<file path="config.mk">
export PLATFORM = sky130hd
export DESIGN_NAME = borrow_decrement_subtractor
export DESIGN_NICKNAME = d
export VERILOG_FILES = /design/src/rtl/borrow_decrement_subtractor.sv
export SDC_FILE = /design/constraint.sdc
export NUM_CORES = 1
export LEC_CHECK = 0
export CORE_ASPECT_RATIO = 1.5
export CORE_MARGIN = 4
export CORE_UTILIZATION = 23
export DETAILED_ROUTE_END_ITERATION = 8
export SLEW_MARGIN = 20
export SYNTH_ARGS = -nofsm -noshare
export SYNTH_HDL_FRONTEND = slang
export SYNTH_SLANG_ARGS = --single-unit
</file>
<file path="constraint.sdc">
create_clock -name clk -period 5.81 [get_ports clk]
set_input_delay 1.162 -clock clk [delete_from_list [all_inputs] [get_ports clk]]
set_output_delay 1.162 -clock clk [all_outputs]
set_load 0.05 [all_outputs]
</file>
<file path="src/rtl/borrow_decrement_subtractor.sv">
// Two-stage pipelined unsigned subtractor: split-half subtract, then a
// borrow-decrement chain corrects the upper half with the lower-half borrow.
module borrow_decrement_subtractor #(
  parameter int N = 32
) (
  input  logic         clk,
  input  logic         rst,
  input  logic         in_valid,
  output logic         in_ready,
  input  logic [N-1:0] in1,
  input  logic [N-1:0] in2,
  output logic         out_valid,
  input  logic         out_ready,
  output logic [N:0]   diff
);

  localparam int H = N / 2;

  logic         s1_v;
  logic [H-1:0] lo_d;
  logic         lo_b;
  logic [H-1:0] hi_d;
  logic         hi_b;
  logic         s2_v;

  logic         accept;
  logic         s2_load;
  logic [H:0]   lo_sub;
  logic [H:0]   hi_sub;
  logic [H-1:0] hi_f;
  logic [H:0]   chain_b;

  assign in_ready  = !s1_v || !s2_v || out_ready;
  assign accept    = in_valid && in_ready;
  assign s2_load   = s1_v && (!s2_v || out_ready);
  assign out_valid = s2_v;

  // Both halves subtract with borrow-in 0; the extra MSB is the borrow-out.
  assign lo_sub = {1'b0, in1[H-1:0]} - {1'b0, in2[H-1:0]};
  assign hi_sub = {1'b0, in1[N-1:H]} - {1'b0, in2[N-1:H]};

  // Half-subtractor per bit; the chain borrow only survives through zero bits.
  always_comb begin
    chain_b    = '0;
    hi_f       = '0;
    chain_b[0] = lo_b;
    for (int i = 0; i < H; i++) begin
      hi_f[i]      = hi_d[i] ^ chain_b[i];
      chain_b[i+1] = ~hi_d[i] & chain_b[i];
    end
  end

  always_ff @(posedge clk) begin
    if (rst) begin
      s1_v <= 1'b0;
      lo_d <= '0;
      lo_b <= 1'b0;
      hi_d <= '0;
      hi_b <= 1'b0;
      s2_v <= 1'b0;
      diff <= '0;
    end else begin
      if (accept) begin
        s1_v <= 1'b1;
        lo_d <= lo_sub[H-1:0];
        lo_b <= lo_sub[H];
        hi_d <= hi_sub[H-1:0];
        hi_b <= hi_sub[H];
      end else if (s2_load) begin
        s1_v <= 1'b0;
      end

      if (s2_load) begin
        s2_v <= 1'b1;
        diff <= {hi_b | chain_b[H], hi_f, lo_d};
      end else if (out_ready) begin
        s2_v <= 1'b0;
      end
    end
  end

endmodule

</file>
# ---- Word level (Yosys, flattened, before mapping)
# Cells that the tools add are included.
dict set report word_totals {
  inputBits 68
  out_inout_bits 35
  register_bits 69
}
dict set report classes {
  reduce_logical 9
  add_sub_neg 2
  muxes 4
  bitwise 49
}
# op count
set op_table {}
lappend op_table {{$sub 16x16->17} 2}
lappend op_table {{$and 1x1->1} 16}
lappend op_table {{$not 1->1} 16}
lappend op_table {{$xor 1x1->1} 16}
lappend op_table {{$mux 1} 4}
lappend op_table {{$reduce_bool 2->1} 2}
lappend op_table {{$logic_or 1x1->1} 3}
lappend op_table {{$logic_and 1x1->1} 2}
lappend op_table {{$logic_not 1->1} 2}
lappend op_table {{$or 1x1->1} 1}

# ---- Depth between registers and ports, before layout
# Gate-level depths: netlist of the first run.
dict set report logic_depth {
  ltp_word 18
  mapped_depth 19
}

# ---- Worst setup path after synthesis of the first run
# OpenSTA, ideal clock, no wires.
dict set report synth_timing {
  path_type {reg2reg}
  start {reg hi_d[0]}
  end {reg diff[31]}
  path_stages_with_launch 19
  slack_ns 2.390
  required_time_ns 5.724
  n_path_buf 0
  arrival_ns 3.334
  path_cell_list {dfxtp_1 > inv_1 > ha_1 > ha_1 > ha_1 > ha_1 > ha_1 > ha_1 > ha_1 > ha_1 > ha_1 > ha_1 > ha_1 > ha_1 > ha_1 > ha_1 > ha_1 > ha_1 > a211oi_1}
}
dict set report synth_between {
  elab_chain_cells 17
}
# item line_no
set synth_lines {}
lappend synth_lines {{from (decl)} 22} ;# logic [H-1:0] hi_d;
lappend synth_lines {{from (signal assigned)} 67} ;# hi_d <= hi_sub[H-1:0];
lappend synth_lines {{$not 1->1} 49} ;# chain_b[i+1] = ~hi_d[i] & chain_b[i];
lappend synth_lines {{$and 1x1->1 (15 in series)} 49}
lappend synth_lines {{$xor 1x1->1} 48} ;# hi_f[i] = hi_d[i] ^ chain_b[i];
lappend synth_lines {{to (signal assigned)} 75} ;# diff <= {hi_b | chain_b[H], hi_f, lo_d};
lappend synth_lines {{to (decl)} 14} ;# output logic [N:0] diff
# Every way passes these cells.
# A chain may end at the register's enable or synchronous reset.

# ---- Worst setup path after layout of the first run
dict set report layout_timing {
  start {in out_ready}
  end {out in_ready}
}
dict set report layout_between {
  elab_chain_cells 1
}
# item line_no
set layout_lines {}
lappend layout_lines {{from (decl)} 13} ;# input logic out_ready,
lappend layout_lines {{$logic_or 1x1->1} 33} ;# assign in_ready = !s1_v || !s2_v || out_ready;
lappend layout_lines {{to (decl)} 9} ;# output logic in_ready,
# Every way passes these cells.

==> impl_metrics.xml, run 1 <==
<?xml version="1.0" encoding="UTF-8"?>
<metrics>
  <group name="status">
    <metric name="run_status" unit="">complete, no violations</metric>
  </group>
  <group name="setup_path">
    <metric name="worst-endpoint-arrival" unit="ns">2.70</metric>
    <metric name="timing.critical_path.buf_inv" unit="">2</metric>
    <metric name="crit_chain" unit="">clkdlybuf4s50_1, nand3b_1, clkdlybuf4s50_1</metric>
    <metric name="critPathMaxStageDelay" unit="ns">0.88</metric>
    <metric name="crit_end_element" unit="">primary output</metric>
    <metric name="timing.setup.critical_path_class" unit="">in2out</metric>
    <metric name="worst_path_max_delay_cell" unit="">sky130_fd_sc_hd__clkdlybuf4s50_1</metric>
    <metric name="cp.required" unit="ns">4.65</metric>
    <metric name="critical_path_peak_fanout" unit="">4</metric>
    <metric name="timing.critical_path.from_type" unit="">input port</metric>
    <metric name="critical-path-top-delay-family" unit="">buffers and inverters</metric>
    <metric name="critPathMostFrequentCell" unit="">sky130_fd_sc_hd__clkdlybuf4s50_1</metric>
  </group>
  <group name="logic_synthesis">
    <metric name="post_synth_mux_area_share" unit="%">0.230</metric>
    <metric name="synth_flop_cell" unit="">sky130_fd_sc_hd__dfxtp_1</metric>
    <metric name="asyncSetResetFlopFracSynth" unit="%">0</metric>
    <metric name="yosysWarningCount" unit="">0</metric>
    <metric name="synth_cell_types" unit="">63</metric>
    <metric name="synth_seq_cells" unit="">69</metric>
    <metric name="synth_xor_area_share" unit="%">0.604</metric>
    <metric name="post_synthesis_compound_gate_area_fraction" unit="%">25.9</metric>
    <metric name="avgSynthCellArea" unit="um^2">8.05</metric>
    <metric name="synth_fa_ha_area_share" unit="%">14.7</metric>
    <metric name="synth-edff-count" unit="">0</metric>
    <metric name="synth-simple-area-share" unit="%">19.3</metric>
    <metric name="synthesis.area" unit="um^2">4350</metric>
    <metric name="syn-instance-count" unit="">541</metric>
    <metric name="syn_nets" unit="">659</metric>
    <metric name="post_synthesis_sequential_area_ratio" unit="%">31.7</metric>
    <metric name="combinational_family_with_the_most_area_after_synthesis" unit="">compound AO/OA/AOI/OAI gates</metric>
  </group>
  <group name="timing">
    <metric name="final-setup-viol-count" unit="">0</metric>
    <metric name="setup_slack" unit="ns">1.95</metric>
    <metric name="finalHoldViolCount" unit="">0</metric>
    <metric name="period_minus_slack" unit="ns">3.86</metric>
    <metric name="min_period_over_period" unit="%">66.5</metric>
    <metric name="final.hold.worst_slack" unit="ns">0.450</metric>
    <metric name="setup-tns-final" unit="ns">0</metric>
    <metric name="report.final.slew_viol_count" unit="">0</metric>
    <metric name="worst-slew-pin-transition" unit="ns">0.753</metric>
    <metric name="maximum_clock_frequency" unit="GHz">0.259</metric>
    <metric name="max-slew-margin-rel" unit="%">49.7</metric>
    <metric name="final.setup_skew" unit="ns">0.00682</metric>
    <metric name="grt_setup_unrepaired" unit="">no</metric>
  </group>
  <group name="place">
    <metric name="numPortBuffers" unit="">102</metric>
    <metric name="routabilityCongestion" unit="">0.842</metric>
    <metric name="dpl-instance-area" unit="um^2">5630</metric>
    <metric name="detailedPlacementHpwl" unit="mm">9.96</metric>
    <metric name="dp_slack" unit="ns">1.93</metric>
  </group>
  <group name="clock_network">
    <metric name="clock_tree.buffer_depth" unit="">2</metric>
    <metric name="post_cts_hold_buffer_count" unit="">0</metric>
    <metric name="clk_pin_slew_worst_paths" unit="ns">0.05</metric>
    <metric name="cts_setup_buffers" unit="">0</metric>
    <metric name="cts_max_level" unit="">3</metric>
    <metric name="clkLatencyLatePin" unit="ns">0.33</metric>
    <metric name="clock_tree.root_cell" unit="">sky130_fd_sc_hd__clkbuf_16</metric>
    <metric name="post_cts.resized_instances" unit="">0</metric>
    <metric name="tritoncts" unit="">yes</metric>
    <metric name="cts_inserted_buffers" unit="">9</metric>
    <metric name="cts_sinks" unit="">69</metric>
  </group>
  <group name="die">
    <metric name="die_w" unit="um">120</metric>
    <metric name="rows" unit="">61</metric>
    <metric name="initial_utilization" unit="%">23.5</metric>
    <metric name="die_height" unit="um">176</metric>
    <metric name="core_area" unit="um^2">18500</metric>
    <metric name="number_of_ports_placed_on_the_die_boundary" unit="">103</metric>
    <metric name="full_die_area" unit="um^2">21200</metric>
  </group>
  <group name="detailed_routing">
    <metric name="detail_route.vias_per_cell" unit="">4.61</metric>
    <metric name="drt_first_iter_violations" unit="">134</metric>
    <metric name="finalWirelength" unit="mm">12.9</metric>
    <metric name="route.vias.total" unit="">4119</metric>
    <metric name="remaining_drc_errors" unit="">0</metric>
    <metric name="wire_per_inst" unit="um">14.5</metric>
    <metric name="first_pass_iters" unit="">4</metric>
    <metric name="drtAntennaViolNets" unit="">0</metric>
  </group>
  <group name="final_layout">
    <metric name="finalInstanceArea" unit="um^2">5920</metric>
    <metric name="antennaDiodeCount" unit="">0</metric>
    <metric name="filler_instances" unit="">1969</metric>
    <metric name="drive_above_1_share" unit="%">5.93</metric>
    <metric name="layout.area.seq" unit="um^2">1380</metric>
    <metric name="layout.nets" unit="">754</metric>
    <metric name="area_grow_syn2layout" unit="%">36.1</metric>
    <metric name="multiInputGateArea" unit="um^2">2640</metric>
  </group>
  <group name="global_routing">
    <metric name="via_count_of_the_first_global_routing_pass" unit="">4230</metric>
    <metric name="grt_pass1_wl" unit="mm">21.1</metric>
    <metric name="global_route.usage.total" unit="%">12.5</metric>
    <metric name="pin_count_of_the_biggest_net_entering_global_routing" unit="">50</metric>
    <metric name="grt-ovfl-total" unit="">0</metric>
    <metric name="grt_antenna_before_repair" unit="">0</metric>
  </group>
  <group name="job">
    <metric name="maxCapViolCount" unit="">0</metric>
  </group>
  <group name="min_path">
    <metric name="hp-class" unit="">reg2reg</metric>
  </group>
  <group name="pwr">
    <metric name="p_leak" unit="nW">2.38</metric>
    <metric name="power_per_cell_area" unit="nW/um^2">248</metric>
    <metric name="fin_total_pwr" unit="W">0.00147</metric>
    <metric name="peakVddDrop" unit="mV">0.128</metric>
  </group>
</metrics>
## logic make-up (layout without fill, tap and decap cells)
kind of cell / after synthesis / in the layout
compound gates: 154 / 154
xor+xnor: 3 / 3
fa+ha+maj: 50 / 50
buf+inv: 84 / 184
flops: 69 / 69
mux: 1 / 1
simple gates: 180 / 180
## power breakdown
part / switching [W] / internal, W
logic: 0.000224 / 0.000167
clock network: 0.000203 / 0.000343
registers: 0.0000193 / 0.000512
## layout by cell type (no fill, tap or decap), types with 7 or more instances in the layout
cell | synthesis | final
sky130_fd_sc_hd__ha_1 | 48 | 48
sky130_fd_sc_hd__dfxtp_1 | 69 | 69
sky130_fd_sc_hd__nor2_1 | 38 | 38
sky130_fd_sc_hd__a211oi_1 | 23 | 23
sky130_fd_sc_hd__nand2_1 | 66 | 66
sky130_fd_sc_hd__clkdlybuf4s50_1 | 0 | 101
sky130_fd_sc_hd__o21ai_0 | 13 | 13
sky130_fd_sc_hd__o21a_1 | 9 | 9
sky130_fd_sc_hd__nand3_1 | 16 | 16
sky130_fd_sc_hd__clkbuf_16 | 0 | 9
sky130_fd_sc_hd__buf_4 | 0 | 7
sky130_fd_sc_hd__a21oi_1 | 44 | 44
sky130_fd_sc_hd__nor3_1 | 15 | 15
sky130_fd_sc_hd__inv_1 | 59 | 59
sky130_fd_sc_hd__and3_1 | 10 | 10
## synthesized netlist by cell type, drive strengths merged (3+ instances only)
library cell	count	area [um^2]
a2111oi	3	32.5
a21oi	48	255
and2	6	37.5
nor2b	6	37.5
inv	59	221
nor2	38	143
or4	3	22.5
o311ai	4	35.0
a21o	6	45.0
nor3	15	75.1
nand2	66	248
o311a	3	30.0
nand3	16	80.1
dfxtp	69	1380
o31ai	4	40.0
clkbuf	11	41.3
o31a	3	26.3
o21a	10	82.6
and3	10	62.6
or3	3	18.8
o21ai	20	111
a211oi	24	185
a2111o	3	33.8
nand2b	3	18.8
ha	48	601
buf	14	65.1
a311o	3	30.0
o2111ai	3	32.5
nand4	6	37.5
o211ai	6	50.1
## path summary, 6_finish.rpt
path | startpoint | endpoint | slack, ns | cells past startpoint
worst max-delay path | out_ready | in_ready | 1.95 | 3
worst min-delay path | lo_d[4]$_SDFFE_PP0P_ | lo_d[4]$_SDFFE_PP0P_ | 0.45 | 2
worst max register to register | lo_b$_SDFFE_PP0P_ | diff[31]$_SDFFE_PP0P_ | 2.19 | 17
worst min register to register | lo_d[4]$_SDFFE_PP0P_ | lo_d[4]$_SDFFE_PP0P_ | 0.45 | 2
## layer usage
layer / wire length [um] / part of all wire, % / GRT usage (%)
met1: 5050 / 39 / 13.1
met2: 6990 / 54 / 24.0
met4: 396 / 3.1 / 5.48
met3: 484 / 3.7 / 2.21
met5: 0 / 0 / 0
## worst register-to-register path: stages, from the launching register on
cell,delay (ns)
sky130_fd_sc_hd__dfxtp_1,0.34
sky130_fd_sc_hd__ha_1,0.21
sky130_fd_sc_hd__ha_1,0.18
sky130_fd_sc_hd__ha_1,0.18
sky130_fd_sc_hd__ha_1,0.18
sky130_fd_sc_hd__ha_1,0.18
sky130_fd_sc_hd__ha_1,0.18
sky130_fd_sc_hd__ha_1,0.18
sky130_fd_sc_hd__ha_1,0.18
sky130_fd_sc_hd__ha_1,0.18
sky130_fd_sc_hd__ha_1,0.18
sky130_fd_sc_hd__ha_1,0.18
sky130_fd_sc_hd__ha_1,0.19
sky130_fd_sc_hd__ha_1,0.18
sky130_fd_sc_hd__ha_1,0.18
sky130_fd_sc_hd__ha_1,0.18
sky130_fd_sc_hd__ha_1,0.27
sky130_fd_sc_hd__a211oi_1,0.19
## sequential cells by signal, indices dropped and copies added, names as in the netlist
name	cells
diff	33
hi_b	1
out_valid	1
lo_b	1
lo_d	16
hi_d	16
s1_v	1
## layout make-up
type,count,share of cell area [%]
sequential,69,23.3
clock inverter,4,0.803
tap,252,5.32
clock buffer,12,4.16
multi-input combinational,388,44.6
timing repair buffer,109,18.0
inverter,59,3.74
## per-stage QoR
step	instances	utilization (%)
after floorplan	541	-
after global placement	877	30.4
after detailed placement	877	30.4
after CTS	893	31.9
after global routing	893	31.9
final	893	31.9
Power figures use the tool's default switching activity.
==> inputs of run 2 (changes only) <==
Clock period 5.81 ns to 4 ns, I/O delays scaled along.
==> run 2 against run 1 <==
- critical path depth increased by 15
- clock skew increased by 0.0012 ns
- global-route usage about the same
- clock power increased by 54%
- final cell count increased by 0.34%
- first-iteration DRC count increased by 22%
- sequential share of layout area decreased by 0.16 points
- utilization increased by 0.22 points
- count of clock-buffer cells in the layout increased by 1
- routed wire length about the same
- register-to-register slack got worse by 1.8 ns
- non-clock buffer count increased by 3
==> impl_metrics.xml, run 2 (synthesis gave the netlist of run 1 again) <==
<?xml version="1.0" encoding="UTF-8"?>
<metrics>
  <group name="status">
    <metric name="run_status" unit="">complete, no violations</metric>
  </group>
  <group name="setup_path">
    <metric name="rr_worst_depth" unit="">18</metric>
    <metric name="worst-endpoint-arrival" unit="ns">3.85</metric>
    <metric name="critPathMaxStageDelay" unit="ns">0.32</metric>
    <metric name="reg2reg_setup_slack" unit="ns">0.41</metric>
    <metric name="crit_chain" unit="">inv_1, ha_1, ha_1, ha_1, ha_1, ha_1, ha_1, ha_1, ha_1, ha_1, ha_1, ha_1, ha_1, ha_1, ha_1, ha_1, ha_1, a211oi_1</metric>
    <metric name="critical-path-top-delay-family" unit="">adder cells</metric>
    <metric name="timing.critical_path.from_type" unit="">register</metric>
    <metric name="critical_path_peak_fanout" unit="">2</metric>
    <metric name="crit_end_element" unit="">register</metric>
    <metric name="worst_path_max_delay_cell" unit="">sky130_fd_sc_hd__dfxtp_1</metric>
    <metric name="timing.critical_path.buf_inv" unit="">1</metric>
    <metric name="cp.required" unit="ns">4.26</metric>
    <metric name="critPathMostFrequentCell" unit="">sky130_fd_sc_hd__ha_1</metric>
    <metric name="r2r-start" unit="">hi_d[0]$_SDFFE_PP0P_</metric>
    <metric name="timing.setup.critical_path_class" unit="">reg2reg</metric>
    <metric name="regToRegEndpoint" unit="">diff[31]$_SDFFE_PP0P_</metric>
  </group>
  <group name="timing">
    <metric name="min_period_over_period" unit="%">89.8</metric>
    <metric name="setup-tns-final" unit="ns">0</metric>
    <metric name="report.final.slew_viol_count" unit="">0</metric>
    <metric name="final-setup-viol-count" unit="">0</metric>
    <metric name="finalHoldViolCount" unit="">0</metric>
    <metric name="grt_setup_unrepaired" unit="">no</metric>
    <metric name="final.setup_skew" unit="ns">0.00798</metric>
    <metric name="maximum_clock_frequency" unit="GHz">0.278</metric>
    <metric name="period_minus_slack" unit="ns">3.59</metric>
    <metric name="worst-slew-pin-transition" unit="ns">0.737</metric>
    <metric name="max-slew-margin-rel" unit="%">50.9</metric>
  </group>
  <group name="detailed_routing">
    <metric name="route.vias.total" unit="">4157</metric>
    <metric name="wire_per_inst" unit="um">14.4</metric>
    <metric name="first_pass_iters" unit="">4</metric>
    <metric name="drt_first_iter_violations" unit="">164</metric>
    <metric name="detail_route.vias_per_cell" unit="">4.64</metric>
    <metric name="finalWirelength" unit="mm">12.9</metric>
    <metric name="drtAntennaViolNets" unit="">0</metric>
    <metric name="remaining_drc_errors" unit="">0</metric>
  </group>
  <group name="pwr">
    <metric name="cell_internal_pwr" unit="W">0.00152</metric>
    <metric name="peakVddDrop" unit="mV">0.197</metric>
    <metric name="switching_power" unit="W">0.000662</metric>
    <metric name="power_per_cell_area" unit="nW/um^2">366</metric>
    <metric name="power_frac_seq" unit="%">35.3</metric>
    <metric name="power.switching_fraction" unit="%">30.3</metric>
    <metric name="p_leak" unit="nW">2.41</metric>
    <metric name="clkPwrFrac" unit="%">38.5</metric>
    <metric name="power.share.combinational" unit="%">26.2</metric>
  </group>
  <group name="global_routing">
    <metric name="via_count_of_the_first_global_routing_pass" unit="">4042</metric>
    <metric name="grt_pass1_wl" unit="mm">20.6</metric>
    <metric name="pin_count_of_the_biggest_net_entering_global_routing" unit="">64</metric>
    <metric name="grt_antenna_before_repair" unit="">0</metric>
    <metric name="grt-ovfl-total" unit="">0</metric>
    <metric name="global_route.usage.total" unit="%">12.5</metric>
  </group>
  <group name="place">
    <metric name="numPlacedInstances" unit="">880</metric>
    <metric name="dpl-instance-area" unit="um^2">5650</metric>
    <metric name="routabilityCongestion" unit="">0.846</metric>
    <metric name="detailedPlacementHpwl" unit="mm">9.95</metric>
    <metric name="numPortBuffers" unit="">102</metric>
  </group>
  <group name="min_path">
    <metric name="min_from" unit="">lo_d[14]$_SDFFE_PP0P_</metric>
    <metric name="cell_depth_of_the_worst_min_delay_path" unit="">2</metric>
    <metric name="worst_hold_path.endpoint" unit="">diff[14]$_SDFFE_PP0P_</metric>
    <metric name="hp-class" unit="">reg2reg</metric>
  </group>
  <group name="final_layout">
    <metric name="top_register" unit="">diff</metric>
    <metric name="stdcell_count" unit="">896</metric>
    <metric name="antennaDiodeCount" unit="">0</metric>
    <metric name="area_grow_syn2layout" unit="%">37.1</metric>
    <metric name="filler_instances" unit="">1968</metric>
    <metric name="layout.nets" unit="">757</metric>
    <metric name="layout.cells.most_common_list" unit="">sky130_fd_sc_hd__clkdlybuf4s50_1 (101), sky130_fd_sc_hd__dfxtp_1 (69), sky130_fd_sc_hd__nand2_1 (66), sky130_fd_sc_hd__inv_1 (59), sky130_fd_sc_hd__ha_1 (48)</metric>
    <metric name="drive_above_1_share" unit="%">6.52</metric>
    <metric name="largest_register_ff_count" unit="">33</metric>
    <metric name="most_common_cell_after_layout_fill_and_taps_aside" unit="">sky130_fd_sc_hd__clkdlybuf4s50_1</metric>
    <metric name="layout_top_registers" unit="">diff x33, hi_d x16, lo_d x16</metric>
    <metric name="finalInstanceArea" unit="um^2">5970</metric>
  </group>
  <group name="clock_network">
    <metric name="clock_tree.buffer_depth" unit="">2</metric>
    <metric name="cts_inserted_buffers" unit="">9</metric>
    <metric name="clk_pin_slew_worst_paths" unit="ns">0.06</metric>
    <metric name="post_cts.resized_instances" unit="">0</metric>
    <metric name="cts_max_level" unit="">3</metric>
    <metric name="cts_setup_buffers" unit="">0</metric>
    <metric name="clock_tree.root_cell" unit="">sky130_fd_sc_hd__clkbuf_16</metric>
    <metric name="post_cts_hold_buffer_count" unit="">0</metric>
    <metric name="cts_sinks" unit="">69</metric>
    <metric name="tritoncts" unit="">yes</metric>
    <metric name="clkLatencyLatePin" unit="ns">0.34</metric>
  </group>
  <group name="die">
    <metric name="core_area" unit="um^2">18500</metric>
    <metric name="die_w" unit="um">120</metric>
    <metric name="initial_utilization" unit="%">23.5</metric>
    <metric name="rows" unit="">61</metric>
    <metric name="full_die_area" unit="um^2">21200</metric>
    <metric name="die_height" unit="um">176</metric>
    <metric name="number_of_ports_placed_on_the_die_boundary" unit="">103</metric>
  </group>
  <group name="job">
    <metric name="maxCapViolCount" unit="">0</metric>
  </group>
</metrics>
## run 2: worst reg2reg max path, stage by stage, from the launching register on
cell	delay, ns
sky130_fd_sc_hd__dfxtp_1	0.32
sky130_fd_sc_hd__inv_1	0.04
sky130_fd_sc_hd__ha_1	0.17
sky130_fd_sc_hd__ha_1	0.18
sky130_fd_sc_hd__ha_1	0.18
sky130_fd_sc_hd__ha_1	0.17
sky130_fd_sc_hd__ha_1	0.18
sky130_fd_sc_hd__ha_1	0.18
sky130_fd_sc_hd__ha_1	0.18
sky130_fd_sc_hd__ha_1	0.17
sky130_fd_sc_hd__ha_1	0.18
sky130_fd_sc_hd__ha_1	0.18
sky130_fd_sc_hd__ha_1	0.18
sky130_fd_sc_hd__ha_1	0.18
sky130_fd_sc_hd__ha_1	0.18
sky130_fd_sc_hd__ha_1	0.18
sky130_fd_sc_hd__ha_1	0.19
sky130_fd_sc_hd__ha_1	0.27
sky130_fd_sc_hd__a211oi_1	0.19
## run 2: worst max path at each step
stage                             to  cells after the start  slack, ns                  from
2_1_floorplan  diff[31]$_SDFFE_PP0P_                     18       0.58  hi_d[0]$_SDFFE_PP0P_
3_3_place_gp   diff[32]$_SDFFE_PP0P_                     19       0.43  hi_d[0]$_SDFFE_PP0P_
3_5_place_dp   diff[32]$_SDFFE_PP0P_                     19       0.34  hi_d[0]$_SDFFE_PP0P_
4_1_cts        diff[32]$_SDFFE_PP0P_                     19       0.36  hi_d[0]$_SDFFE_PP0P_
5_1_grt        diff[32]$_SDFFE_PP0P_                     19       0.14  hi_d[0]$_SDFFE_PP0P_
6_report       diff[31]$_SDFFE_PP0P_                     18       0.41  hi_d[0]$_SDFFE_PP0P_
## run 2: layout make-up
type	instances	area, um^2	share of cell area [%]
multi-input cells	388	2640	44.3
flip-flops and latches	69	1380	23.2
inverters	59	221	3.71
repair buffers	112	1090	18.3
clock buffers	13	270	4.53
well taps	252	315	5.29
clock inverters	3	42.5	0.713
## run 2: routing by layer
layer	wire length (um)	global-route usage, %	up-vias
met3	561	2.50	27
met1	4940	12.7	1879
met4	388	5.91	0
li1	-	-	2129
met2	7030	24.0	122
met5	0	0	-
## run 2: stage by stage
step                utilization [%]  total power (W)  setup WS (ns)  hold slack (ns)
floorplan                         -          0.00116          0.580            0.423
global placement               30.5          0.00136          0.431            0.435
detailed placement             30.5          0.00136          0.342            0.443
CTS                            32.2          0.00222          0.364            0.449
global route                   32.2          0.00230          0.142            0.459
finish                         32.2          0.00218          0.406            0.447
## run 2: power groups by stage
| stage | Clock, W | Combinational (W) | Sequential [W] |
|---|---|---|---|
| floorplan | 0 | 0.000309 | 0.000847 |
| global placement | 0 | 0.000577 | 0.000786 |
| detailed placement | 0 | 0.000578 | 0.000787 |
| CTS | 0.000868 | 0.000581 | 0.000772 |
| global route | 0.000891 | 0.000634 | 0.000779 |
| finish | 0.000841 | 0.000572 | 0.000771 |
